`config.mk`:
```
export PLATFORM = sky130hd
export DESIGN_NAME = alu_result_sink_flat
export DESIGN_NICKNAME = d
export VERILOG_FILES = /design/src/rtl/alu_result_if.sv /design/src/rtl/alu_result_sink.sv /design/src/flat_wrapper.sv
export SDC_FILE = /design/constraint.sdc
export NUM_CORES = 1
export LEC_CHECK = 0
export BUFFER_PORTS_ARGS = -buffer_cell sky130_fd_sc_hd__buf_2
export CAP_MARGIN = 30
export CORE_MARGIN = 2
export CORE_UTILIZATION = 25
export DETAILED_ROUTE_END_ITERATION = 6
export GPL_TIMING_DRIVEN = 0
export PLACE_DENSITY = 0.46
export SYNTH_ARGS = -nofsm -noshare
export SYNTH_HDL_FRONTEND = slang
export SYNTH_SLANG_ARGS = --single-unit
```
`constraint.sdc`:
```
create_clock -name i_CLK -period 2.35 [get_ports i_CLK]
set_clock_uncertainty 0.05 [all_clocks]
set_input_delay 0.235 -clock i_CLK [delete_from_list [all_inputs] [get_ports i_CLK]]
set_output_delay 0.235 -clock i_CLK [all_outputs]
set_load 0.005 [all_outputs]
```
`src/rtl/alu_result_if.sv`:
```
// Ready/valid result stream plus pop-driven reader port of the ALU result sink.
// Handshake: a result transfers on a rising edge where i_VALID and o_READY are both 1; i_DATA must stay stable while i_VALID waits for o_READY.
interface alu_result_if #(
  parameter int WIDTH = 4,
  parameter int DEPTH = 4,
  parameter int CNTW  = 8
);
  localparam int LW = $clog2(DEPTH) + 1;

  logic             i_VALID;
  logic [WIDTH-1:0] i_DATA;
  logic             o_READY;
  logic             i_HOLD;
  logic             i_POP;
  logic [WIDTH-1:0] o_DATA;
  logic             o_EMPTY;
  logic             o_FULL;
  logic [LW-1:0]    o_LEVEL;
  logic [CNTW-1:0]  o_COUNT;
  logic             o_UNDERFLOW;

  modport master (
    output i_VALID, i_DATA, i_HOLD, i_POP,
    input  o_READY, o_DATA, o_EMPTY, o_FULL, o_LEVEL, o_COUNT, o_UNDERFLOW
  );

  modport slave (
    input  i_VALID, i_DATA, i_HOLD, i_POP,
    output o_READY, o_DATA, o_EMPTY, o_FULL, o_LEVEL, o_COUNT, o_UNDERFLOW
  );
endinterface

```
`src/rtl/alu_result_sink.sv`:
```
// Consumer end of the ALU result stream: FIFO buffer with back-pressure,
// saturating accepted-result counter and sticky underflow flag.
module alu_result_sink #(
  parameter int WIDTH = 4,
  parameter int DEPTH = 4,
  parameter int CNTW  = 8
) (
  input logic        i_CLK,
  input logic        i_RSTn,
  alu_result_if.slave bus
);
  localparam int AW = $clog2(DEPTH);
  localparam int PW = AW + 1;

  logic [WIDTH-1:0] mem [DEPTH];
  logic [PW-1:0]    wr_ptr;
  logic [PW-1:0]    rd_ptr;
  logic [CNTW-1:0]  count;
  logic             underflow;
  logic             empty;
  logic             full;
  logic             ready;
  logic             push;
  logic             pop;

  // Extra pointer MSB distinguishes full from empty when the low bits match.
  assign empty = (wr_ptr == rd_ptr);
  assign full  = (wr_ptr[AW-1:0] == rd_ptr[AW-1:0]) && (wr_ptr[AW] != rd_ptr[AW]);
  assign ready = i_RSTn && !full && !bus.i_HOLD;
  assign push  = bus.i_VALID && ready;
  assign pop   = bus.i_POP && !empty;

  always_ff @(posedge i_CLK or negedge i_RSTn) begin
    if (!i_RSTn) begin
      wr_ptr <= '0;
      rd_ptr <= '0;
      for (int i = 0; i < DEPTH; i++) mem[i] <= '0;
    end else begin
      if (push) begin
        mem[wr_ptr[AW-1:0]] <= bus.i_DATA;
        wr_ptr              <= wr_ptr + 1'b1;
      end
      if (pop) rd_ptr <= rd_ptr + 1'b1;
    end
  end

  always_ff @(posedge i_CLK or negedge i_RSTn) begin
    if (!i_RSTn) begin
      count     <= '0;
      underflow <= 1'b0;
    end else begin
      if (push && (count != {CNTW{1'b1}})) count <= count + 1'b1;
      if (bus.i_POP && empty) underflow <= 1'b1;
    end
  end

  assign bus.o_READY     = ready;
  assign bus.o_DATA      = mem[rd_ptr[AW-1:0]];
  assign bus.o_EMPTY     = empty;
  assign bus.o_FULL      = full;
  assign bus.o_LEVEL     = wr_ptr - rd_ptr;
  assign bus.o_COUNT     = count;
  assign bus.o_UNDERFLOW = underflow;
endmodule
```
`src/flat_wrapper.sv`:
```
// flat-port wrapper written by rule: the top's interface ports become plain ports
module alu_result_sink_flat 
#(
  parameter int WIDTH = 4,
  parameter int DEPTH = 4,
  parameter int CNTW  = 8
)
  (i_CLK, i_RSTn, bus_i_VALID, bus_i_DATA, bus_i_HOLD, bus_i_POP, bus_o_READY, bus_o_DATA, bus_o_EMPTY, bus_o_FULL, bus_o_LEVEL, bus_o_COUNT, bus_o_UNDERFLOW);
  alu_result_if #(.WIDTH(WIDTH), .DEPTH(DEPTH), .CNTW(CNTW)) bus_i ();
  input logic i_CLK;
  input logic i_RSTn;
  input wire logic [$bits(bus_i.i_VALID)-1:0] bus_i_VALID;
  input wire logic [$bits(bus_i.i_DATA)-1:0] bus_i_DATA;
  input wire logic [$bits(bus_i.i_HOLD)-1:0] bus_i_HOLD;
  input wire logic [$bits(bus_i.i_POP)-1:0] bus_i_POP;
  output wire logic [$bits(bus_i.o_READY)-1:0] bus_o_READY;
  output wire logic [$bits(bus_i.o_DATA)-1:0] bus_o_DATA;
  output wire logic [$bits(bus_i.o_EMPTY)-1:0] bus_o_EMPTY;
  output wire logic [$bits(bus_i.o_FULL)-1:0] bus_o_FULL;
  output wire logic [$bits(bus_i.o_LEVEL)-1:0] bus_o_LEVEL;
  output wire logic [$bits(bus_i.o_COUNT)-1:0] bus_o_COUNT;
  output wire logic [$bits(bus_i.o_UNDERFLOW)-1:0] bus_o_UNDERFLOW;
  assign bus_i.i_VALID = bus_i_VALID;
  assign bus_i.i_DATA = bus_i_DATA;
  assign bus_i.i_HOLD = bus_i_HOLD;
  assign bus_i.i_POP = bus_i_POP;
  assign bus_o_READY = bus_i.o_READY;
  assign bus_o_DATA = bus_i.o_DATA;
  assign bus_o_EMPTY = bus_i.o_EMPTY;
  assign bus_o_FULL = bus_i.o_FULL;
  assign bus_o_LEVEL = bus_i.o_LEVEL;
  assign bus_o_COUNT = bus_i.o_COUNT;
  assign bus_o_UNDERFLOW = bus_i.o_UNDERFLOW;
  alu_result_sink #(.WIDTH(WIDTH), .DEPTH(DEPTH), .CNTW(CNTW)) u_core (.i_CLK(i_CLK), .i_RSTn(i_RSTn), .bus(bus_i));
endmodule
```
Word-level counts from Yosys, hierarchy flattened
Index checks and enable logic that the tools add are counted.
W data, S select, Z words.
- latch bits: 0
- memories: 0
- output and inout bits: 19
- ROM bits: 0
- logic and storage cells: 38
- register bits after elaboration: 31
- memory bits (writable): 0
- input port bits: 9
- magnitude comparators: 3
- multiplexer cells: 6
- bitwise operators: 2
- eq/ne operators: 4
- multipliers: 0
- div/mod/pow operators: 0
- reductions and logical operators: 11
- shifts and indexed selects: 0
- add/subtract/negate cells: 4
- operators by type and width (cell ; number):
    $bwmux W16 ; 1
    $mux W4 ; 3
    $add A8 B1 Y8 const B ; 1
    $bmux W4 S2 ; 1
    $demux W4 S2 ; 1
    $logic_and A1 B1 Y1 ; 8
    $ne A8 B8 Y1 const B ; 1
    $add A3 B1 Y3 const B ; 2
    $ge A3 B3 Y1 const B ; 2
    $not A2 Y3 ; 2
    $eq A3 B3 Y1 ; 1
    $logic_not A1 Y1 ; 3
    $lt A3 B1 Y1 const B ; 1
    $sub A3 B3 Y3 ; 1
    $eq A2 B2 Y1 ; 1
    $ne A1 B1 Y1 ; 1

Logic depth before layout (Yosys ltp)
Gate-level depths: netlist of run 1.
- depth after elaboration: 7
- gate-level depth with buffers: 7
- mapped depth without buffers: 6

Worst setup path after synthesis of run 1
OpenSTA, ideal clock, no wires.
- kind: register to register
- start: register u_core.rd_ptr[1]
- end: register u_core.count[7] (netlist: u_core.bus.o_COUNT[7])
- data required time: 2.175 ns
- setup time: 0.125 ns
- setup slack: 0.346 ns
- cell stages (with the launch flop): 7
- clock period less this slack: 2.004 ns
- arrival: 1.829 ns
- path buffers: 0
- path through: dfrtp_1 > inv_1 > ha_1 > and2_1 > a211o_2 > nor3_1 > mux2_2
- longest elaborated chain between the ends: 7
- ends and longest elaborated chain (element ; RTL line ; text):
    start: declaration ; alu_result_sink.sv:17 ; logic [PW-1:0] rd_ptr;
    start signal: assignment ; alu_result_sink.sv:43 ; if (pop) rd_ptr <= rd_ptr + 1'b1;
    $eq A2 B2 Y1 ; alu_result_sink.sv:28 ; assign full = (wr_ptr[AW-1:0] == rd_ptr[AW-1:0]) && (wr_ptr[AW] != rd_ptr[AW]);
    $logic_and A1 B1 Y1 ; alu_result_sink.sv:28 ;
    $logic_not A1 Y1 ; alu_result_sink.sv:29 ; assign ready = i_RSTn && !full && !bus.i_HOLD;
    $logic_and A1 B1 Y1 (2 in series) ; alu_result_sink.sv:29 ;
    $logic_and A1 B1 Y1 ; alu_result_sink.sv:30 ; assign push = bus.i_VALID && ready;
    $logic_and A1 B1 Y1 ; alu_result_sink.sv:52 ; if (push && (count != {CNTW{1'b1}})) count <= count + 1'b1;
    end signal: assignment ; alu_result_sink.sv:52 ;
    end: declaration ; alu_result_sink.sv:18 ; logic [CNTW-1:0] count;
No other way between the ends.
A chain may end at the register's enable or synchronous reset.

Worst setup path after layout of run 1
Same ends and word-level chain as after synthesis.

==> results of run 1 <==
final timing paths:
kind / start / endpoint / cells past startpoint
setup / recovery: u_core.rd_ptr[1] / u_core.bus.o_COUNT[7] / 6
hold / removal: bus_i_POP / u_core.bus.o_UNDERFLOW / 2
setup reg to reg: u_core.rd_ptr[1] / u_core.bus.o_COUNT[7] / 6
hold reg to reg: u_core.bus.o_UNDERFLOW / u_core.bus.o_UNDERFLOW / 1
max in group asynchronous: i_RSTn / u_core.bus.o_COUNT[1] / 3
min in group asynchronous: i_RSTn / u_core.bus.o_COUNT[3] / 3
metal layers:
metal	vias up	wire, um
met5	-	0
met4	0	50
met3	7	208
met2	30	1570
met1	497	1400
li1	492	-
power by group:
part / internal, mW / total [mW] / switching [mW]
Clock: 0.206 / 0.399 / 0.193
Combinational: 0.599 / 1.10 / 0.501
Sequential: 0.772 / 0.964 / 0.192
cell type report:
| class | instances | area [um^2] |
|---|---|---|
| fillers | 658 | 4310 |
| flip-flops and latches | 31 | 776 |
| multi-input cells | 80 | 771 |
| repair buffers | 29 | 165 |
| well taps | 77 | 96.3 |
| clock buffers | 6 | 72.6 |
| inverters | 6 | 22.5 |
| plain buffers | 2 | 15.0 |
| clock inverters | 2 | 12.5 |
worst max-delay path, delay by kind of cell, from the launching register on:
kind	cells	cell delay, ps
fa+ha+maj	1	310
mux	1	350
buf+inv	1	80
simple gates	2	350
compound gates	1	370
flops	1	560
flip-flops by register name (all words and copies together) (netlist names):
register	cells
u_core.rd_ptr	3
u_core.mem	16
u_core.bus.o_UNDERFLOW	1
u_core.wr_ptr	3
u_core.bus.o_COUNT	8
placed cells by master, fill, tap and decap left out, types with 2 or more instances in the layout:
cell and count:
a31oi_1 2, buf_2 27, clkbuf_1 2, clkbuf_8 5, dfrtp_1 31, ha_1 8
inv_1 6, mux2_2 20, mux4_2 4, nand2_1 11, nand2_4 2, nand3_1 3
nor2_1 3, xnor2_1 6, xor2_1 3
through the flow:
stage / setup slack [ps] / area [um^2] / util (%)
2_1_floorplan: 346 / 1580 / -
3_3_place_gp: 128 / 1820 / 29.1
3_5_place_dp: 132 / 1820 / 29.1
4_1_cts: 131 / 1930 / 30.9
5_1_grt: 1.56 / 1930 / 30.9
6_report: 172 / 1930 / 30.9
cell families after synthesis:
kind of cell             count (synthesis)  share of synthesized area [%]
AO/OA/AOI/OAI                            9                           4.11
buffers and inverters                    8                           2.37
XOR/XNOR                                 9                           4.98
adder cells (fa/ha/maj)                  9                           7.58
flip-flops                              31                           49.0
multiplexers                            25                           20.5
AND/OR/NAND/NOR                         28                           11.5
==> flow_summary.yaml, run 1 <==
run_status:
  status: "finished clean"
grt:
  grt_pass1_vias: 1119
  grt_overflow: 0
  use_met1_pct: 12.3
  antenna_found_initial: 0
  grt_first_pass_wirelength_mm: 5.50
  track_usage_pct: 10.1
  grt_max_degree: 32
  met3_usage_pct: 3.66
  grt-busiest-layer: "met2"
  gr-usage-met2_pct: 16.4
setup_path:
  reg2reg_slack_ps: 170
  slowest_delay_ps: 560
  path_class: "flip-flop to flip-flop"
  cp_slowest_cell: "dfrtp_1"
  crit_required_ps: 2470
  crit_path_end_kind: "flip-flop"
  worstPathArrival_ps: 2290
  cp_max_fo: 8
  worstPathCellList: "inv_1 -> ha_1 -> and2_1 -> a211o_2 -> nor3_1 -> mux2_2"
  cp-start-kind: "flip-flop"
floorplanning:
  start_util_pct: 25.4
  rows: 29
  pin_count: 28
  core_mm2: 0.00624
  die_w_um: 83.6
  dieHeight_um: 83.6
  die-area_mm2: 0.00699
synthesis:
  ys_top_cells_by_count: "dfrtp_1 (31), mux2_2 (20), nand2_1 (11)"
  synth.area.top_cells: "dfrtp_1 (49%), mux2_2 (14%), ha_1 (6.3%), mux4_2 (5.7%), xnor2_1 (3.3%)"
  synthDistinctLibCells: 32
  synthCells: 119
  synth.cell_area_mm2: 0.00158
  ys_ff_latch: 31
  async_reset_ff_share_pct: 100
  synthMostInstantiatedCell: "dfrtp_1"
  yosysWarningCount: 0
  syn-num-nets: 137
  synth-edff-count: 0
  synth_ff_type: "dfrtp_1"
  yosysTopAreaCell: "dfrtp_1"
  synth_top_cell_area_share_pct: 49.0
  ys_seq_area_share_pct: 49.0
  synth_area_per_cell_um2: 13.3
sta:
  tightest_slew_ps: 446
  rsz0062_at_grt: "false"
  slew_violations: 0
  post-route-min-period_ps: 2180
  min_period_over_period_pct: 92.7
  relSlewSlack_pct: 70.3
  worst_hold_slack_ps: 140
  timing_hold_violations_final: 0
  setup_tns_ps: 0
  max_freq_ghz: 0.459
  setup_viol: 0
clocking:
  post_cts_buffers: 0
  clock-sinks: 31
  clockRootBuffer: "clkbuf_8"
  cts_tree: "built"
  cts_resized: 0
  cts_made_buffers: 5
  clock_latency_ps: 280
  path_clk_slew_ps: 60
  ctsHoldBuffers: 2
  cts.htree.levels: 2
  clk_path_buf_depth: 2
final_layout:
  fin_cells: 233
  n_antenna_cell: 0
  layout-drive-gt1-share_pct: 42.9
  syn2layout_area_growth_pct: 21.9
  nets: 173
hold_path:
  worstHoldPathType: "primary input to flip-flop"
power_and_ir_drop:
  ir_drop_v: 0.000522
  power.total_mw: 2.46
  power.leakage_nw: 0.912
  p_per_area_mw_per_mm2: 1280
drt:
  drc: 0
  firstDrtPassIters: 4
  wire_per_inst_um: 13.9
  dr_total_vias: 1026
  drt.antenna.violating_nets: 0
  routed_wl_mm: 3.23
  vias_per_cell: 4.40
  drt_iter0_drc: 20
flow_run:
  cap_violations: 0
place:
  portBuffers: 27
  place_inst: 223
  place_congestion: 0.756
  place_hpwl_mm: 2.47
Power figures use the tool's default switching activity.
==> inputs of run 2 (changes only) <==
- CTS_BUF_LIST: default -> sky130_fd_sc_hd__clkbuf_8
==> flow_summary.yaml, run 2 (same netlist as run 1, synthesis figures left out) <==
hold_path:
  worstHoldPathType: "primary input to flip-flop"
  worstHoldStart: "bus_i_POP"
sta:
  post-route-min-period_ps: 2180
  slew_violations: 0
  min_period_over_period_pct: 92.7
  tightest_slew_ps: 446
  relSlewSlack_pct: 70.3
  setup_viol: 0
  worst_hold_slack_ps: 140
  setup_tns_ps: 0
  timing_hold_violations_final: 0
  rsz0062_at_grt: "false"
  max_freq_ghz: 0.459
drt:
  wire_per_inst_um: 13.9
  drc: 0
  dr_total_vias: 1026
  drt.antenna.violating_nets: 0
  firstDrtPassIters: 4
  drt_iter0_drc: 22
  routed_wl_mm: 3.23
  vias_per_cell: 4.40
floorplanning:
  rows: 29
  core_mm2: 0.00624
  die-area_mm2: 0.00699
  dieHeight_um: 83.6
  pin_count: 28
  start_util_pct: 25.4
  die_w_um: 83.6
final_layout:
  nets: 173
  n_antenna_cell: 0
  final_common_cell: "dfrtp_1"
  fillers: 658
  syn2layout_area_growth_pct: 21.9
  fin_area_mm2: 0.00193
  top_register: "u_core.mem"
  largest_reg_flops: 16
  layout_common_cells: "dfrtp_1 (31), buf_2 (27), mux2_2 (20), nand2_1 (11), ha_1 (8)"
  layout-drive-gt1-share_pct: 42.9
setup_path:
  cp_max_fo: 8
  crit_path_end_kind: "flip-flop"
  worstPathArrival_ps: 2290
  path_class: "flip-flop to flip-flop"
  crit_required_ps: 2470
  timing.rr.start: "u_core.rd_ptr[1]"
  cp-start-kind: "flip-flop"
  crit_start: "u_core.rd_ptr[1]"
clocking:
  clockRootBuffer: "clkbuf_8"
  cts_tree: "built"
  path_clk_slew_ps: 60
  clock_latency_ps: 280
  clock-sinks: 31
  cts_made_buffers: 5
  cts.htree.levels: 2
  clk_path_buf_depth: 2
grt:
  grt_pass1_vias: 1119
  track_usage_pct: 10.1
  antenna_found_initial: 0
  grt_first_pass_wirelength_mm: 5.50
  grt_max_degree: 32
  grt_overflow: 0
power_and_ir_drop:
  ir_drop_v: 0.000523
  p_per_area_mw_per_mm2: 1270
  power.leakage_nw: 0.916
place:
  place_hpwl_mm: 2.47
  placed_cell_area_mm2: 0.00182
  portBuffers: 27
  place_congestion: 0.756
flow_run:
  cap_violations: 0
run_status:
  status: "finished clean"
## run 2: path summary, 6_finish.rpt
| kind | to | slack (ps) | cells past startpoint |
|---|---|---|---|
| max reg2reg | u_core.bus.o_COUNT[7] | 170 | 6 |
| max | u_core.bus.o_COUNT[7] | 170 | 6 |
| min | u_core.bus.o_UNDERFLOW | 140 | 2 |
| min in group asynchronous | u_core.bus.o_COUNT[3] | 420 | 3 |
| min reg2reg | u_core.bus.o_UNDERFLOW | 400 | 1 |
| max in group asynchronous | u_core.bus.o_COUNT[1] | 1660 | 3 |
## run 2: routing by layer
metal | GRT usage (%) | routed length (um) | vias up
met5 | 0 | 0 | -
met4 | 3.96 | 50 | 0
met3 | 3.66 | 208 | 7
met2 | 16.4 | 1570 | 30
met1 | 12.3 | 1400 | 497
li1 | - | - | 492
## run 2: power breakdown
part | total, mW | internal, mW | leakage (nW) | switching (mW)
Clock | 0.395 | 0.202 | 0.0453 | 0.193
Combinational | 1.10 | 0.599 | 0.490 | 0.501
Sequential | 0.964 | 0.772 | 0.381 | 0.192
## run 2: final cells by class
cell class,instances,area [um^2],share of cell area (%)
Inverter,6,22.5,1.17
Clock buffer,5,68.8,3.56
Buffer,2,15.0,0.778
Sequential cell,31,776,40.2
Timing Repair Buffer,29,165,8.55
Clock inverter,3,16.3,0.843
Tap cell,77,96.3,4.99
Multi-Input combinational cell,80,771,39.9
## run 2: critical path, cell delays in order, from the launching register on
cell,delay (ps)
dfrtp_1,560
inv_1,80
ha_1,310
and2_1,200
a211o_2,370
nor3_1,150
mux2_2,350
## run 2: timing repair
item,4_1_cts,5_1_grt
resized for setup,0,0
endpoints found under the hold margin,31,0
setup buffers,0,0
hold buffers,2,0
## run 2: per-stage QoR
stage               utilization (%)  worst slack (ps)  std cells  power (mW)
floorplan                         -               346        119        1.68
global placement               29.1               128        223        2.06
detailed placement             29.1               132        223        2.11
CTS                            30.9               131        233        2.52
global route                   30.9              1.56        233        2.70
finish                         30.9               172        233        2.46
